File: src/rtl/dff_err_scan_pkg.sv
// Shared encodings for the DFF error scan block: pattern modes, readout FSM states,
// and the pattern-bit selection helper.
package dff_scan_pkg;

  typedef enum logic [1:0] {
    MODE_ONE    = 2'b00,
    MODE_ZERO   = 2'b01,
    MODE_TOGGLE = 2'b10,
    MODE_EXT    = 2'b11
  } exp_mode_e;

  typedef enum logic {
    ST_IDLE  = 1'b0,
    ST_SHIFT = 1'b1
  } scan_state_e;

  function automatic logic pattern_bit(input exp_mode_e mode, input logic phase,
                                       input logic ext);
    logic b;
    case (mode)
      MODE_ONE:    b = 1'b1;
      MODE_ZERO:   b = 1'b0;
      MODE_TOGGLE: b = phase;
      default:     b = ext;
    endcase
    return b;
  endfunction

  function automatic int frame_bits(input int num_ch, input int cnt_w);
    return num_ch * cnt_w;
  endfunction

endpackage

File: src/rtl/dff_err_scan_if.sv
// RPi-side readout link: save strobe and shift clock toward the scan block,
// serial data and busy flag back.
interface dff_err_scan_if;
  logic save_req;
  logic data_clk;
  logic data_out;
  logic busy;

  modport master (
    output save_req,
    output data_clk,
    input  data_out,
    input  busy
  );

  modport slave (
    input  save_req,
    input  data_clk,
    output data_out,
    output busy
  );
endinterface

File: src/rtl/dff_err_scan_sync_edge_det.sv
// Two-flop synchroniser for an asynchronous level, followed by a one-cycle rising-edge pulse.
module sync_edge_det (
  input  logic clk,
  input  logic rst_b,
  input  logic d,
  output logic pulse
);

  logic meta_reg;
  logic sync_reg;
  logic prev_reg;

  always_ff @(posedge clk or negedge rst_b) begin
    if (!rst_b) begin
      meta_reg <= 1'b0;
      sync_reg <= 1'b0;
      prev_reg <= 1'b0;
    end else begin
      meta_reg <= d;
      sync_reg <= meta_reg;
      prev_reg <= sync_reg;
    end
  end

  // Pulse sits between the 2nd and 3rd edge after the input rise, so consumers act on the 3rd.
  assign pulse = sync_reg & ~prev_reg;

endmodule

File: src/rtl/dff_err_scan.sv
// Pattern generator, latency-aligned chain compare, per-channel saturating error counters
// and snapshot/serial readout toward the RPi.
module dff_err_scan
  import dff_scan_pkg::*;
#(
  parameter int NUM_CH      = 20,
  parameter int CNT_W       = 16,
  parameter int LAT         = 4,
  parameter int CLR_ON_SAVE = 0
) (
  input  logic              CLK,
  input  logic              RST_B,
  input  logic              en,
  input  logic [1:0]        exp_mode,
  input  logic              ext_bit,
  input  logic              clr_cnt,
  input  logic [NUM_CH-1:0] q_in,
  dff_err_scan_if.slave     rpi,
  output logic              dut_dat,
  output logic              sat_any
);

  localparam int NBITS = frame_bits(NUM_CH, CNT_W);
  localparam int BC_W  = $clog2(NBITS + 1);
  localparam logic [CNT_W-1:0] CNT_MAX = '1;

  logic              phase_reg;
  logic              dut_dat_reg;
  logic [LAT-1:0]    dly_reg;
  logic              exp_dly;
  logic [NUM_CH-1:0] q_meta_reg;
  logic [NUM_CH-1:0] q_sync_reg;
  logic [NUM_CH-1:0] err_vec;
  logic [NUM_CH-1:0] max_vec;
  logic [NBITS-1:0]  snap_flat;
  logic              sat_any_reg;
  logic              save_pulse;
  logic              clk_pulse;
  logic              save_take;

  scan_state_e       state_reg;
  logic [NBITS-1:0]  shift_reg;
  logic [BC_W-1:0]   bitcnt_reg;
  logic              data_out_reg;
  logic              busy_reg;

  // Pattern source and the expected-bit delay line (LAT covers chip round trip plus the sync stages)
  always_ff @(posedge CLK or negedge RST_B) begin
    if (!RST_B) begin
      phase_reg   <= 1'b1;
      dut_dat_reg <= 1'b1;
      dly_reg     <= '1;
    end else begin
      phase_reg   <= ~phase_reg;
      dut_dat_reg <= pattern_bit(exp_mode_e'(exp_mode), phase_reg, ext_bit);
      dly_reg     <= LAT'({dly_reg, dut_dat_reg});
    end
  end

  assign exp_dly = dly_reg[LAT-1];
  assign dut_dat = dut_dat_reg;

  always_ff @(posedge CLK or negedge RST_B) begin
    if (!RST_B) begin
      q_meta_reg <= '1;
      q_sync_reg <= '1;
    end else begin
      q_meta_reg <= q_in;
      q_sync_reg <= q_meta_reg;
    end
  end

  sync_edge_det u_save_sync (
    .clk   (CLK),
    .rst_b (RST_B),
    .d     (rpi.save_req),
    .pulse (save_pulse)
  );

  sync_edge_det u_dclk_sync (
    .clk   (CLK),
    .rst_b (RST_B),
    .d     (rpi.data_clk),
    .pulse (clk_pulse)
  );

  assign save_take = (state_reg == ST_IDLE) && save_pulse;

  for (genvar gi = 0; gi < NUM_CH; gi++) begin : g_ch
    logic [CNT_W-1:0] cnt_reg;

    assign err_vec[gi] = en & (q_sync_reg[gi] ^ exp_dly);
    assign max_vec[gi] = (cnt_reg == CNT_MAX);
    // Channel 0 occupies the top of the frame so it leaves first.
    assign snap_flat[(NUM_CH-1-gi)*CNT_W +: CNT_W] = cnt_reg;

    always_ff @(posedge CLK or negedge RST_B) begin
      if (!RST_B) begin
        cnt_reg <= '0;
      end else if (clr_cnt) begin
        cnt_reg <= '0;
      end else if ((CLR_ON_SAVE != 0) && save_take) begin
        cnt_reg <= CNT_W'(err_vec[gi]);
      end else if (err_vec[gi] && !max_vec[gi]) begin
        cnt_reg <= cnt_reg + CNT_W'(1);
      end
    end
  end

  always_ff @(posedge CLK or negedge RST_B) begin
    if (!RST_B) begin
      sat_any_reg <= 1'b0;
    end else if (clr_cnt) begin
      sat_any_reg <= 1'b0;
    end else if (|max_vec) begin
      sat_any_reg <= 1'b1;
    end
  end

  assign sat_any = sat_any_reg;

  // Readout FSM: the shift register doubles as the snapshot, bit NBITS-1 always on deck.
  always_ff @(posedge CLK or negedge RST_B) begin
    if (!RST_B) begin
      state_reg    <= ST_IDLE;
      shift_reg    <= '0;
      bitcnt_reg   <= '0;
      data_out_reg <= 1'b0;
      busy_reg     <= 1'b0;
    end else begin
      case (state_reg)
        ST_IDLE: begin
          if (save_pulse) begin
            shift_reg    <= snap_flat;
            bitcnt_reg   <= '0;
            busy_reg     <= 1'b1;
            data_out_reg <= snap_flat[NBITS-1];
            state_reg    <= ST_SHIFT;
          end
        end
        ST_SHIFT: begin
          if (clk_pulse) begin
            if (bitcnt_reg == BC_W'(NBITS - 1)) begin
              shift_reg    <= '0;
              bitcnt_reg   <= '0;
              data_out_reg <= 1'b0;
              busy_reg     <= 1'b0;
              state_reg    <= ST_IDLE;
            end else begin
              shift_reg    <= shift_reg << 1;
              bitcnt_reg   <= bitcnt_reg + BC_W'(1);
              data_out_reg <= shift_reg[NBITS-2];
            end
          end
        end
        default: begin
          state_reg <= ST_IDLE;
        end
      endcase
    end
  end

  assign rpi.data_out = data_out_reg;
  assign rpi.busy     = busy_reg;

endmodule

File: src/flat_wrapper.sv
// flat-port wrapper written by rule: the top's interface ports become plain ports
module dff_err_scan_flat import dff_scan_pkg::*;
#(
  parameter int NUM_CH      = 20,
  parameter int CNT_W       = 16,
  parameter int LAT         = 4,
  parameter int CLR_ON_SAVE = 0
)
  (CLK, RST_B, en, exp_mode, ext_bit, clr_cnt, q_in, dut_dat, sat_any, rpi_save_req, rpi_data_clk, rpi_data_out, rpi_busy);
  dff_err_scan_if rpi_i ();
  input  logic CLK;
  input  logic RST_B;
  input  logic en;
  input  logic [1:0] exp_mode;
  input  logic ext_bit;
  input  logic clr_cnt;
  input  logic [NUM_CH-1:0] q_in;
  output logic dut_dat;
  output logic sat_any;
  input wire logic [$bits(rpi_i.save_req)-1:0] rpi_save_req;
  input wire logic [$bits(rpi_i.data_clk)-1:0] rpi_data_clk;
  output wire logic [$bits(rpi_i.data_out)-1:0] rpi_data_out;
  output wire logic [$bits(rpi_i.busy)-1:0] rpi_busy;
  assign rpi_i.save_req = rpi_save_req;
  assign rpi_i.data_clk = rpi_data_clk;
  assign rpi_data_out = rpi_i.data_out;
  assign rpi_busy = rpi_i.busy;
  dff_err_scan #(.NUM_CH(NUM_CH), .CNT_W(CNT_W), .LAT(LAT), .CLR_ON_SAVE(CLR_ON_SAVE)) u_core (.CLK(CLK), .RST_B(RST_B), .en(en), .exp_mode(exp_mode), .ext_bit(ext_bit), .clr_cnt(clr_cnt), .q_in(q_in), .rpi(rpi_i), .dut_dat(dut_dat), .sat_any(sat_any));
endmodule
File: config.mk
export PLATFORM = sky130hd
export DESIGN_NAME = dff_err_scan_flat
export DESIGN_NICKNAME = d
export VERILOG_FILES = /design/src/rtl/dff_err_scan_pkg.sv /design/src/rtl/dff_err_scan_if.sv /design/src/rtl/dff_err_scan_sync_edge_det.sv /design/src/rtl/dff_err_scan.sv /design/src/flat_wrapper.sv
export SDC_FILE = /design/constraint.sdc
export NUM_CORES = 2
export LEC_CHECK = 0
export CAP_MARGIN = 20
export CORE_ASPECT_RATIO = 1.4
export CORE_MARGIN = 3
export CORE_UTILIZATION = 57
export DETAILED_ROUTE_END_ITERATION = 6
export PLACE_DENSITY_LB_ADDON = 0.2
export SLEW_MARGIN = 20
export SYNTH_ARGS = -nofsm -noshare
export SYNTH_HDL_FRONTEND = slang
export SYNTH_SLANG_ARGS = --single-unit
File: constraint.sdc
create_clock -name CLK -period 2 [get_ports CLK]
set_input_delay 0.4 -clock CLK [delete_from_list [all_inputs] [get_ports CLK]]
set_output_delay 0.4 -clock CLK [all_outputs]
set_load 0.02 [all_outputs]
Word level (Yosys, flattened, before mapping)
Cells that the tools add are included.

Word-level logic and storage cells: 258. Output and inout port bits: 4. Flip-flop bits (word level): 704.

Multiplexer cells: 63. Reductions and logical operators: 65. Bitwise gates (word level): 46. Eq/ne operators: 26. $add $sub $neg: 21.

Operator list (count): $mux 319 (3); $mux 16 (40); $pmux 319 s2 (1); $add 16x1->16 const B (20); $eq 16x16->1 const B (20); $reduce_bool 2->1 (21); $mux 9 (3); $and 1x1->1 (22); $logic_and 1x1->1 (20); $logic_not 1->1 (20); $reduce_or 20->1 (1); $xor 1x1->1 (20); $pmux 9 s2 (1); $mux 1 (11); $add 9x1->9 const B (1); $eq 9x9->1 const B (1); $pmux 1 s2 (3); $ne 2x1->1 const B (2); $not 1->1 (4); $pmux 1 s3 (1); $reduce_and 3->1 (1); $eq 2x1->1 const B (1); $eq 2x2->1 const B (1); $logic_not 2->1 (1); 2 further kinds (2).

Longest topological paths before layout
Word-level depth: 5. Depth in mapped cells: 9. Depth with buffers taken out: 6.

Modules after synthesis
A second synthesis with hierarchy kept.

Cells, all modules: 2861. Area, all modules: 31033.5 µm².

By module, submodules not included: dff_err_scan (cells an instance 2853, times used 1, area each 30855.8 µm²); sync_edge_det (cells an instance 4, times used 2, area each 88.8 µm²).

Least setup slack after synthesis
OpenSTA, ideal clock, no wires.

Kind: reg2reg. Start point: register u_core.dly_reg[3]. End point: register u_core.g_ch[9].cnt_reg[15]. Clock period less this slack: 2.119 ns. Arrival time: 2.041 ns. Data required time: 1.922 ns. Path buffers: 2. Stages on the path, launching flop included: 8. Slack: -0.119 ns. Path through: dfstp_2 buf_6 xor2_1 nand2_1 or3_1 buf_2 or4_1 a21oi_1.

Word-level cells in the longest chain between the ends: 4.

RTL lines: from (decl) (RTL line dff_err_scan.sv:29) `logic [LAT-1:0] dly_reg;`; from (signal assigned) (RTL line dff_err_scan.sv:56) `dly_reg <= LAT'({dly_reg, dut_dat_reg});`; $xor 1x1->1 (RTL line dff_err_scan.sv:92) `assign err_vec[gi] = en & (q_sync_reg[gi] ^ exp_dly);`; $and 1x1->1 (RTL line dff_err_scan.sv:92); $logic_and 1x1->1 (RTL line dff_err_scan.sv:104) `end else if (err_vec[gi] && !max_vec[gi]) begin`; $reduce_bool 2->1 (no line); to (signal assigned) (RTL line dff_err_scan.sv:103) `cnt_reg <= CNT_W'(err_vec[gi]);`; to (signal assigned) (RTL line dff_err_scan.sv:105) `cnt_reg <= cnt_reg + CNT_W'(1);`; to (decl) (RTL line dff_err_scan.sv:90) `logic [CNT_W-1:0] cnt_reg;`.

No other way between the ends. A chain may end at the register's enable or synchronous reset.

Worst setup path after layout
Start point: register u_core.dly_reg[3]. End point: register u_core.g_ch[14].cnt_reg[13].

Word-level cells in the longest chain between the ends: 4.

RTL lines (RTL line): $xor 1x1->1 (dff_err_scan.sv:92); $and 1x1->1 (dff_err_scan.sv:92); $logic_and 1x1->1 (dff_err_scan.sv:104); $reduce_bool 2->1 (no line); to (signal assigned) (dff_err_scan.sv:103); to (signal assigned) (dff_err_scan.sv:105); to (decl) (dff_err_scan.sv:90).

No other way between the ends.

==> out/results.txt <==
Dpl cells: 4413
Fin. Hold Viols: 0
Final Power: 0.0329 W
RSZ-0062 raised after global routing: true
Num CTS Buffers: 70
Worst Skew: 0.0181 ns
# DRC: 4
Worst Path Arrival: 2.72 ns
Critical path buffers and inverters: 2
Hold Path Class: primary input to flop
Slew headroom: 0.443
Die ar.: 61000 um^2
Crit path capture type: flop
Vias per Instance: 6.16
Root buffer cell: clkbuf_16
Failing checks: DRC, setup timing
Die H: 291 um
Average wire per standard cell: 19.4 um
Mean Syn Cell Area: 9.57 um^2
Ys flop type: dfrtp_1
CP cell instances: buf_12 -> buf_12 -> xor2_4 -> nand2_2 -> or3_4 -> or4_4 -> a21oi_2
Crit-path max FO: 7
Antenna cells: 0
Post-route cell area: 42400 um^2
Layout cells sized above 1: 0.248
Non-filler cells, final: 4596
GRT overflow: 0
Status: finished with violations
Post-synth cell types: 79
Area growth, synth to finish: 28.4%
Number of DRC markers in iteration 0: 2714
Slowest CP cell: dfstp_2
Final period util: 1.09
Fmax: 458 MHz
Io pins: 33
Post-synth ARST share: 1.00
Fin crit period: 2.18 ns
Static Leak: 18.2 nW
Post-DP Area: 37200 um^2
Final Util: 0.747
Synth Net Count: 3505
CP delay by family, top: simple AND/OR/NAND/NOR gates
Port Buf Inserts: 32
CTS max path bufs: 3
CTS tree: yes
First-pass GRT wire length: 140 mm
Maxcap violations: 0
Pwr dens: 775 nW/um^2
Gate Count Post-Synth: 3455
Reg clk slew, reported paths: 0.06 ns
Required @ worst endpoint: 2.54 ns
Antenna violations before repair: 1
Vias: 28312
Top cell by count, worst path: buf_12
CP max stage delay: 0.59 ns
Post-synth EDFFs: 0
Pin count of the biggest net entering global routing: 79
Slew Viols, Final: 0
Final Setup Violations: 82
Crit start category: flop
Post-synthesis cell area: 33100 um^2
Hpwl dp: 53.2 mm
Vias in the first global route: 28603
Max reg flops: 320
Core box area: 56800 um^2
Max H-tree Level: 3
Clk sinks: 704
Synth Warn #: 0
GP Congestion: 0.857
Drt pass-1 iters: 7
Final wirelength: 89.1 mm
Sequential cell area fraction in the yosys report: 0.535
Tot GR Track Use: 0.272
Worst-Margin Slew: 0.828 ns
Initial core utilization: 0.582
Die width: 210 um
Row Count: 103
Yosys reg bits: 704
Worst skew pair latency: 0.61 ns
Post-route ant nets: 0
Final WS setup: -0.185 ns
Final #Nets: 3859
Kind of critical path: flop to flop
Peak supply drop: 0.877 mV
where the power goes:
group          internal, W  switching [W]  total [W]
clock              0.00766        0.00544     0.0131
sequential          0.0155       0.000761     0.0162
combinational      0.00150        0.00206    0.00356
total               0.0246        0.00826     0.0329
path summary, 6_finish.rpt:
path / slack (ns) / start / depth (start not counted) / endpoint
min in group asynchronous: 0.37 / RST_B / 2 / u_core.g_ch[4].cnt_reg[8]
setup reg to reg: -0.18 / u_core.dly_reg[3] / 7 / u_core.g_ch[14].cnt_reg[13]
hold reg to reg: 0.34 / u_core.q_meta_reg[19] / 0 / u_core.q_sync_reg[19]
hold / removal: 0.19 / q_in[16] / 1 / u_core.q_meta_reg[16]
max in group asynchronous: 0.77 / RST_B / 4 / u_core.q_meta_reg[7]
setup / recovery: -0.18 / u_core.dly_reg[3] / 7 / u_core.g_ch[14].cnt_reg[13]
cell families after synthesis:
logic type	Yosys count	synth area share
AO/OA/AOI/OAI	705	0.140
XOR/XNOR	257	0.0685
flip-flops	704	0.535
multiplexers	19	0.00625
buffers and inverters	370	0.0430
adder cells (fa/ha/maj)	21	0.00795
AND/OR/NAND/NOR	1379	0.200
per-layer routing:
layer / vias to the layer above / global-route usage / routed length, um
met3: 218 / 0.0343 / 4140
met4: 2 / 0.113 / 3300
met5: - / 0 / 18
met1: 14321 / 0.334 / 34700
met2: 850 / 0.484 / 46900
li1: 12921 / - / -
layout make-up:
type	count	area, um^2
well taps	735	920
flip-flops and latches	704	17700
repair buffers	492	4640
clock inverters	11	139
inverters	156	586
clock buffers	113	2130
fillers	3659	14400
multi-input cells	2385	16300
cell usage after synthesis (all sizes together) (12+ instances only):
| cell type | count | area, um^2 |
|---|---|---|
| a222oi | 107 | 1070 |
| a2111oi | 25 | 244 |
| nand2 | 291 | 1100 |
| nor4 | 88 | 624 |
| or4 | 16 | 124 |
| a21oi | 230 | 1150 |
| dfstp | 46 | 1210 |
| nor3 | 56 | 297 |
| a221oi | 51 | 447 |
| mux2 | 13 | 146 |
| and4 | 25 | 219 |
| or2 | 17 | 106 |
| xnor2 | 229 | 2010 |
| nor3b | 19 | 143 |
| nor4b | 25 | 219 |
| nand4 | 87 | 551 |
| a211oi | 24 | 180 |
| inv | 156 | 586 |
| o21ai | 209 | 1050 |
| nor2 | 572 | 2150 |
| clkbuf | 197 | 741 |
| ha | 21 | 263 |
| dfrtp | 658 | 16500 |
| or3 | 28 | 180 |
| xor2 | 28 | 260 |
| buf | 17 | 95.1 |
| nor2b | 12 | 75.1 |
| nand3 | 107 | 536 |
| and3 | 18 | 113 |
metrics by stage:
step / hold slack [ns] / setup slack (ns) / TNS [ns]
finish: 0.191 / -0.185 / -5.04
floorplan: 0.104 / -0.105 / -0.965
detailed placement: 0.347 / -0.282 / -19.59
global placement: 0.345 / -1.17 / -13.46
global route: 0.186 / -0.243 / -14.87
CTS: 0.164 / -0.153 / -6.89
timing repair:
action,in CTS,in global routing
hold endpoints to repair,32,0
pin swaps,27,101
gates cloned,3,7
setup endpoints to repair,217,287
resized for setup,178,259
hold buffers,1,0
setup buffers,13,40
cell usage in the layout, fill, tap and decap left out, drive strengths merged, types with 26 or more instances in the layout:
| cell type | instances |
|---|---|
| nor4 | 88 |
| or3 | 28 |
| dfrtp | 658 |
| nor3 | 56 |
| xnor2 | 229 |
| o21ai | 209 |
| buf | 456 |
| nand4 | 87 |
| xor2 | 28 |
| inv | 156 |
| nand2 | 292 |
| clkdlybuf4s50 | 26 |
| nor2 | 572 |
| clkbuf | 119 |
| a222oi | 107 |
| dfstp | 46 |
| a21oi | 230 |
| a221oi | 51 |
| nand3 | 107 |
worst register-to-register path: stages (launching register included):
cell,delay [ns]
dfstp_2,0.59
buf_12,0.17
buf_12,0.12
xor2_4,0.15
nand2_2,0.08
or3_4,0.36
or4_4,0.50
a21oi_2,0.15
Note: power is estimated with default switching activity, not from simulation.
